`config.mk`:
```
export PLATFORM = sky130hd
export DESIGN_NAME = side_road_sensor
export DESIGN_NICKNAME = d
export VERILOG_FILES = /design/src/rtl/side_road_sensor.sv
export SDC_FILE = /design/constraint.sdc
export NUM_CORES = 1
export LEC_CHECK = 0
export ABC_AREA = 1
export ABC_CLOCK_PERIOD_IN_PS = 5100
export CAP_MARGIN = 40
export CORE_ASPECT_RATIO = 0.9
export CORE_UTILIZATION = 61
export CTS_CLUSTER_DIAMETER = 120
export DETAILED_ROUTE_END_ITERATION = 10
export PLACE_DENSITY = 0.85
export REMOVE_ABC_BUFFERS = 1
export SLEW_MARGIN = 20
export SYNTH_ARGS = -nofsm -noshare
export SYNTH_HDL_FRONTEND = slang
export SYNTH_SLANG_ARGS = --single-unit
```
`constraint.sdc`:
```
create_clock -name clk -period 5.1 [get_ports clk]
set_clock_uncertainty 0.05 [all_clocks]
set_input_delay 1.275 -clock clk [delete_from_list [all_inputs] [get_ports clk]]
set_output_delay 1.275 -clock clk [all_outputs]
set_load 0.01 [all_outputs]
```
`src/rtl/side_road_sensor.sv`:
```
// side_road_sensor
//   Turns two raw side-road loop detectors into a vehicle queue count and a
//   registered service request (SENSOR) for the downstream light controller.
//   Each detector is synchronized (two flops), debounced, and edge-detected
//   (rising edge = one vehicle). A three-state request FSM asserts SENSOR
//   when the queue is long enough or a short queue has waited too long.
//
// Ports
//   clk          in   single clock, all state on rising edge
//   rst          in   synchronous active-high reset
//   det_arrive   in   raw arrival loop detector (asynchronous)
//   det_exit     in   raw stop-line exit detector (asynchronous)
//   SENSOR       out  registered service request (1 exactly in REQ)
//   queue_count  out  registered number of waiting vehicles, 0..15
//   overflow     out  sticky: an arrival was dropped at count 15
module side_road_sensor #(
  parameter int DEBOUNCE_CYC = 4,   // 1..15
  parameter int ON_THRESH    = 3,
  parameter int OFF_THRESH   = 0,   // must be < ON_THRESH
  parameter int MAX_WAIT     = 30   // 1..255
) (
  input  logic       clk,
  input  logic       rst,
  input  logic       det_arrive,
  input  logic       det_exit,
  output logic       SENSOR,
  output logic [3:0] queue_count,
  output logic       overflow
);

  localparam logic [3:0] DEB_LAST  = 4'(DEBOUNCE_CYC - 1);
  localparam logic [4:0] ON_T      = 5'(ON_THRESH);
  localparam logic [4:0] OFF_T     = 5'(OFF_THRESH);
  localparam logic [7:0] WAIT_LAST = 8'(MAX_WAIT - 1);

  typedef enum logic [1:0] {
    IDLE = 2'd0,
    WAIT = 2'd1,
    REQ  = 2'd2
  } state_t;

  // channel 0 = arrival, channel 1 = exit
  logic [1:0] raw;
  logic [1:0] event_pulse;

  assign raw = {det_exit, det_arrive};

  generate
    for (genvar gi = 0; gi < 2; gi++) begin : g_chan
      logic       sync1_reg;
      logic       sync2_reg;
      logic       level_reg;
      logic       level_prev_reg;
      logic [3:0] stable_cnt_reg;

      always_ff @(posedge clk) begin
        if (rst) begin
          sync1_reg      <= 1'b0;
          sync2_reg      <= 1'b0;
          level_reg      <= 1'b0;
          level_prev_reg <= 1'b0;
          stable_cnt_reg <= 4'd0;
        end else begin
          sync1_reg      <= raw[gi];
          sync2_reg      <= sync1_reg;
          level_prev_reg <= level_reg;
          if (sync2_reg != level_reg) begin
            // this edge is the DEBOUNCE_CYC-th consecutive differing sample
            if (stable_cnt_reg == DEB_LAST) begin
              level_reg      <= sync2_reg;
              stable_cnt_reg <= 4'd0;
            end else begin
              stable_cnt_reg <= stable_cnt_reg + 4'd1;
            end
          end else begin
            stable_cnt_reg <= 4'd0;
          end
        end
      end

      // only rising debounced edges are vehicle events
      assign event_pulse[gi] = level_reg & ~level_prev_reg;
    end
  endgenerate

  logic       arrive_ev;
  logic       exit_ev;
  logic [3:0] count_next;
  logic       ovf_set;
  state_t     state_reg;
  state_t     state_next;
  logic [7:0] wait_timer_reg;
  logic       ge_on;
  logic       le_off;
  logic       timer_hit;

  assign arrive_ev = event_pulse[0];
  assign exit_ev   = event_pulse[1];

  // Saturating queue arithmetic; simultaneous events cancel.
  always_comb begin
    count_next = queue_count;
    ovf_set    = 1'b0;
    case ({arrive_ev, exit_ev})
      2'b10: begin
        if (queue_count == 4'd15) ovf_set = 1'b1;
        else                      count_next = queue_count + 4'd1;
      end
      2'b01: begin
        if (queue_count != 4'd0) count_next = queue_count - 4'd1;
      end
      default: count_next = queue_count;
    endcase
  end

  assign ge_on  = {1'b0, count_next} >= ON_T;
  assign le_off = {1'b0, count_next} <= OFF_T;
  // timer counts edges spent in WAIT; this edge would be the MAX_WAIT-th
  assign timer_hit = wait_timer_reg >= WAIT_LAST;

  always_comb begin
    state_next = state_reg;
    case (state_reg)
      IDLE: begin
        if (ge_on)                   state_next = REQ;
        else if (count_next != 4'd0) state_next = WAIT;
      end
      WAIT: begin
        if (ge_on || timer_hit)      state_next = REQ;
        else if (count_next == 4'd0) state_next = IDLE;
      end
      REQ: begin
        if (le_off) state_next = (count_next == 4'd0) ? IDLE : WAIT;
      end
      default: state_next = IDLE;
    endcase
  end

  always_ff @(posedge clk) begin
    if (rst) begin
      state_reg      <= IDLE;
      wait_timer_reg <= 8'd0;
      SENSOR         <= 1'b0;
      queue_count    <= 4'd0;
      overflow       <= 1'b0;
    end else begin
      state_reg   <= state_next;
      SENSOR      <= (state_next == REQ);
      queue_count <= count_next;
      if (ovf_set) overflow <= 1'b1;
      if ((state_next != state_reg) || (state_next != WAIT))
        wait_timer_reg <= 8'd0;
      else if (wait_timer_reg != 8'hFF)
        wait_timer_reg <= wait_timer_reg + 8'd1;
    end
  end

endmodule

```
==> metrics.cfg <==
[outcome]
status = finished clean

[power]
power_leakage_nw = 0.7265
peakVddDrop_uv = 186.4
power.density_nw_per_um2 = 233.6

[clocking]
cts_sinks = 32
cts-hold-fix-buffers = 0
cts_htree_levels = 2
cts_tree = done
clock_path_buffers = 2
post_cts_resized = 0
cts_buffers = 5
clk_latency_ns = 0.32
cts_root_buf = clkbuf_4
post_cts_buffers = 0
path_clk_slew_ns = 0.09

[finish]
num_antenna_cells = 0
fillers = 193
syn_to_final_growth_pct = 10.50
nNetsFinal = 228
drive_gt1_frac = 0.1116

[global_route]
track_usage = 0.2402
grt_max_degree = 16
grt_pass1_vias = 1252
antenna_found_initial = 0
grt_pass1_wl_um = 4726
grt_overflow_total = 0

[worst_setup_path]
cp_max_fo = 11
slowest_delay_ns = 0.62
cp_top_family = buffers and inverters
rrSetupSlack_ns = 2.97
crit_chain = clkdlybuf4s50_1
end_kind = output pin
r2r-start = g_chan[0].level_reg
reg2reg_to = wait_timer_reg[2]
cp.arrival_ns = 1.52
startpoint_type = flop
critPathKind = flop to output pin
required_ns = 3.77
rr_worst_depth = 13
slowest_stage = clkdlybuf4s50_1
crit_buf_inv = 1

[sta]
timing.hold.ws_ns = 0.3574
min_period_ns = 2.846
rsz0062_at_grt = no
hold_violations = 0
finalSetupTns_ns = 0
setup_viol = 0
finalCritPeriodShare = 0.5581
slew_violations = 0
fmax_mhz = 351.3

[route]
vias = 1234
avgRoutedWirePerCell_um = 10.50
vias_per_cell = 5.099
drtAntennaViolNets = 0
drt_iter0_drc = 33
routed_wl_um = 2540
drcViolationCount = 0
dr.pass1.iters = 4

[logic_synthesis]
ys_async_sr_fraction = 0
ys_types = 23
synth.yosys.seq_area_share = 0.4235
synth_area_um2 = 1513
synth_largest_area_cell = dfxtp_1
synthDominantCellAreaShare = 0.4235
syn_avg_cell_area_um2 = 7.564
synth_area_leaders = dfxtp_1 42%, nor2_1 7.9%, ha_1 7.4%
syn_inst = 200
synth-edff-count = 0
synth-main-ff-cell = dfxtp_1
yosys_register_bits = 32
synthTopCellsByCount = 32 x dfxtp_1, 32 x nor2_1, 29 x inv_1, 29 x nand2_1, 17 x nand3_1
synth-warning-count = 0

[floorplan]
die_x_um = 54.49
coreArea_um2 = 2262
core.rowCount = 16
die_height_um = 49.24
dieArea_um2 = 2683
ios = 10
start_util = 0.6687

[worst_hold_path]
hp-class = flop to flop
worstHoldStart = g_chan[1].sync1_reg
min_delay_path_depth = 2
hold_end = g_chan[1].sync2_reg

[placed_design]
gp_congestion = 0.9130
port_buffers = 9
hpwl_um = 2027

[run]
max_cap_viol_count = 0

layout by cell type, fill, tap and decap left out:
cell type and n:
dfxtp_1 32, nor2_1 32, inv_1 29, nand2_1 29, nand3_1 17, a21oi_1 12
xor2_1 9, ha_1 9, clkdlybuf4s50_1 9, nand2_2 7, clkbuf_4 5, o21ai_0 3
nor2_2 3, or2_2 3, nand4_1 2, nand3_2 2, inv_2 2, nor3_1 2
conb_1 2, o211ai_1 1, nand4_2 1, and3_1 1, nor4_1 1, clkinv_2 1
clkbuf_1 1
cells by family after synthesis:
family | Yosys count | synth area share
AO/OA/AOI/OAI | 16 | 0.05459
XOR/XNOR | 9 | 0.05211
adder cells (fa/ha/maj) | 9 | 0.07444
buffers and inverters | 33 | 0.08684
flip-flops | 32 | 0.4235
other | 1 | 0.002479
AND/OR/NAND/NOR | 100 | 0.3060
layer usage:
| layer | share of wire | wire, um | global-route usage | vias to the layer above |
|---|---|---|---|---|
| li1 | - | - | - | 650 |
| met1 | 0.45 | 1152 | 0.2722 | 558 |
| met2 | 0.49 | 1240 | 0.4045 | 21 |
| met3 | 0.044 | 112 | 0.07788 | 5 |
| met4 | 0.013 | 34 | 0.08974 | 0 |
| met5 | 0 | 0 | 0 | - |
report_power, final:
group          switching [mW]  internal (mW)
Clock                  0.0762         0.0507
Sequential            0.00117          0.253
Combinational         0.00574        0.00428
Total                  0.0831          0.307
per-stage QoR:
stage / instances / power [mW] / utilization / setup slack, ns / instance area [um2]
3_5_place_dp: 235 / 0.2697 / 0.7185 / 2.404 / 1625
4_1_cts: 242 / 0.3943 / 0.7389 / 2.275 / 1672
6_report: 242 / 0.3905 / 0.7389 / 2.254 / 1672
3_3_place_gp: 235 / 0.2691 / 0.7185 / 2.472 / 1625
2_1_floorplan: 199 / 0.2645 / - / 3.251 / 1501
5_1_grt: 242 / 0.4083 / 0.7389 / 2.199 / 1672
worst max path at each step:
stage	end	startpoint	depth (start not counted)
6_report	queue_count[2]	queue_count[2]	1
5_1_grt	queue_count[2]	queue_count[2]	1
4_1_cts	queue_count[2]	queue_count[2]	1
3_5_place_dp	g_chan[1].stable_cnt_reg[2]	rst	4
3_3_place_gp	g_chan[1].stable_cnt_reg[2]	rst	4
2_1_floorplan	queue_count[2]	queue_count[2]	0
layout make-up:
type,instances,area (um2),share of cell area
inverter,31,116.4,0.06961
clock inverter,1,5.005,0.002994
tap,27,33.78,0.02021
clock buffer,6,41.29,0.02470
multi-input combinational,136,744.5,0.4454
timing repair buffer,9,90.09,0.05389
sequential,32,640.6,0.3832
Power figures use the tool's default switching activity.
==> variant (same settings) <==
Encoding of `state_t`: now one-hot (3 bits for 3 states).
--- a/src/rtl/side_road_sensor.sv
+++ b/src/rtl/side_road_sensor.sv
@@ -35,6 +35,6 @@
 
-  typedef enum logic [1:0] {
-    IDLE = 2'd0,
-    WAIT = 2'd1,
-    REQ  = 2'd2
+  typedef enum logic [2:0] {
+    IDLE = 3'b001,
+    WAIT = 3'b010,
+    REQ  = 3'b100
   } state_t;
Formal check against the unedited RTL: same outputs for any inputs over 10 cycles, from zero or initial values and one cycle with rst high; not proved beyond that.
==> variant against the original RTL <==
Total power is 32% higher; critical path depth is the same; wire length increased by 5.4%; largest power group unchanged; sequential cell count grew 1; worst setup slack worse by 0.00071 ns; synthesized area increased by 5.1%; global-route usage fell by 2.1 points; utilization decreased by 0.67 points; count of clock-buffer cells in the layout is 1 lower; design area up 8.1%; first-iteration DRC count is 24% lower; worst hold slack improved by 0.0060 ns; critical endpoint unchanged.
==> variant: results (changes against the original RTL) <==
[pwr]
ir_worst_vdd_uv = 371  ; +99%
power.share.sequential_pct = 51.0  ; -14 points
netSwitchingPower_uw = 97.6  ; +17%
p_leak_uw = 0.000854  ; +18%
pwr-share-comb_pct = 1.9  ; -0.7 points

[global_route]
grt_pass1_wl_um = 4730  ; +0.15%
globalRouteMet2Util_pct = 37.3  ; -3.1 points
use_met1_pct = 25.5  ; -1.7 points
grtUsageMet3_pct = 7.73  ; -0.056 points
grt_pass1_vias = 1149  ; -8.2%
grt_max_degree = 15  ; -1
grt_usage_pct = 21.9  ; -2.1 points

[routing]
wl_um = 2680  ; +5.4%
via_count = 1269  ; +2.8%

[synth]
synth_compound_area_share_pct = 6.06  ; +0.60 points
syn_area_um2 = 1590  ; +5.1%
synth_xor_xnor_area_share_pct = 4.96  ; -0.25 points
synthTopCellsByCount = 35 x inv_1, 34 x nand2_1, 33 x dfxtp_1
synthAdderAreaFrac_pct = 7.08  ; -0.36 points
ys_seq_area_share_pct = 41.5  ; -0.81 points
yosys-top-cells-area = dfxtp_1 42%, inv_1 8.3%, nand2_1 8.0%, nor2_1 7.6%, ha_1 7.1%

[worst_hold_path]
hold_start = g_chan[0].sync1_reg

[placed_design]
dp_hpwl_um = 1970  ; -3.0%
routabilityCongestion = 0.813  ; -11%

[clock_tree]
clk_latency_ns = 0.34  ; +0.02 ns
clk_pin_slew_ns = 0.11  ; +0.02 ns

[finish]
nNetsFinal = 242  ; +6.1%
nFillCells = 214  ; +11%

[outcome]
run_status = complete, no violations

[variant: changes by cell type after synthesis, sizes merged, moves of 2 or more]
cell and change:
nand3 +5, inv +6, o21ai +2, nand4 -2, xnor2 +2, a21oi -2
xor2 -2
[variant: per-stage QoR]
step | instances | cell area, µm² | setup slack, ns | power, µW
floorplan | 213 | 1580 | 3.14 | 272
global placement | 250 | 1700 | 2.26 | 277
detailed placement | 250 | 1700 | 2.18 | 278
CTS | 258 | 1810 | 2.25 | 518
global route | 258 | 1810 | 2.19 | 529
finish | 258 | 1810 | 2.25 | 514
[variant: worst reg2reg max path, cell delays in order, from the launching register on]
cell and delay [ns]:
dfxtp_1 0.36, inv_1 0.08, nor2_1 0.15, inv_1 0.06, ha_1 0.32, inv_1 0.14
nand3_1 0.13, nand2_1 0.10, nand2_1 0.08, nand2_1 0.09, inv_2 0.04, nor2_4 0.14
nand3_2 0.11, nor2_2 0.12, nand3_2 0.15, nor2_1 0.11
[variant: routing by layer]
| metal | up-vias | share of wire (%) |
|---|---|---|
| met2 | 10 | 46 |
| met4 | 0 | 1.5 |
| li1 | 693 | - |
| met3 | 7 | 2.9 |
| met5 | - | 0 |
| met1 | 559 | 50 |
[variant: worst paths after layout]
kind | to | slack (ns) | cells after the start
setup reg to reg | wait_timer_reg[0] | 2.81 | 15
setup / recovery | queue_count[2] | 2.25 | 1
hold / removal | g_chan[0].sync2_reg | 0.36 | 2
hold reg to reg | g_chan[0].sync2_reg | 0.36 | 2
[variant: cell type report]
cell class | instances | area [µm²] | area share, %
flip-flops and latches | 33 | 661 | 36.6
multi-input cells | 143 | 779 | 43.1
clock inverters | 3 | 65.1 | 3.60
clock buffers | 5 | 37.5 | 2.08
inverters | 37 | 139 | 7.69
well taps | 28 | 35.0 | 1.94
repair buffers | 9 | 90.1 | 4.99
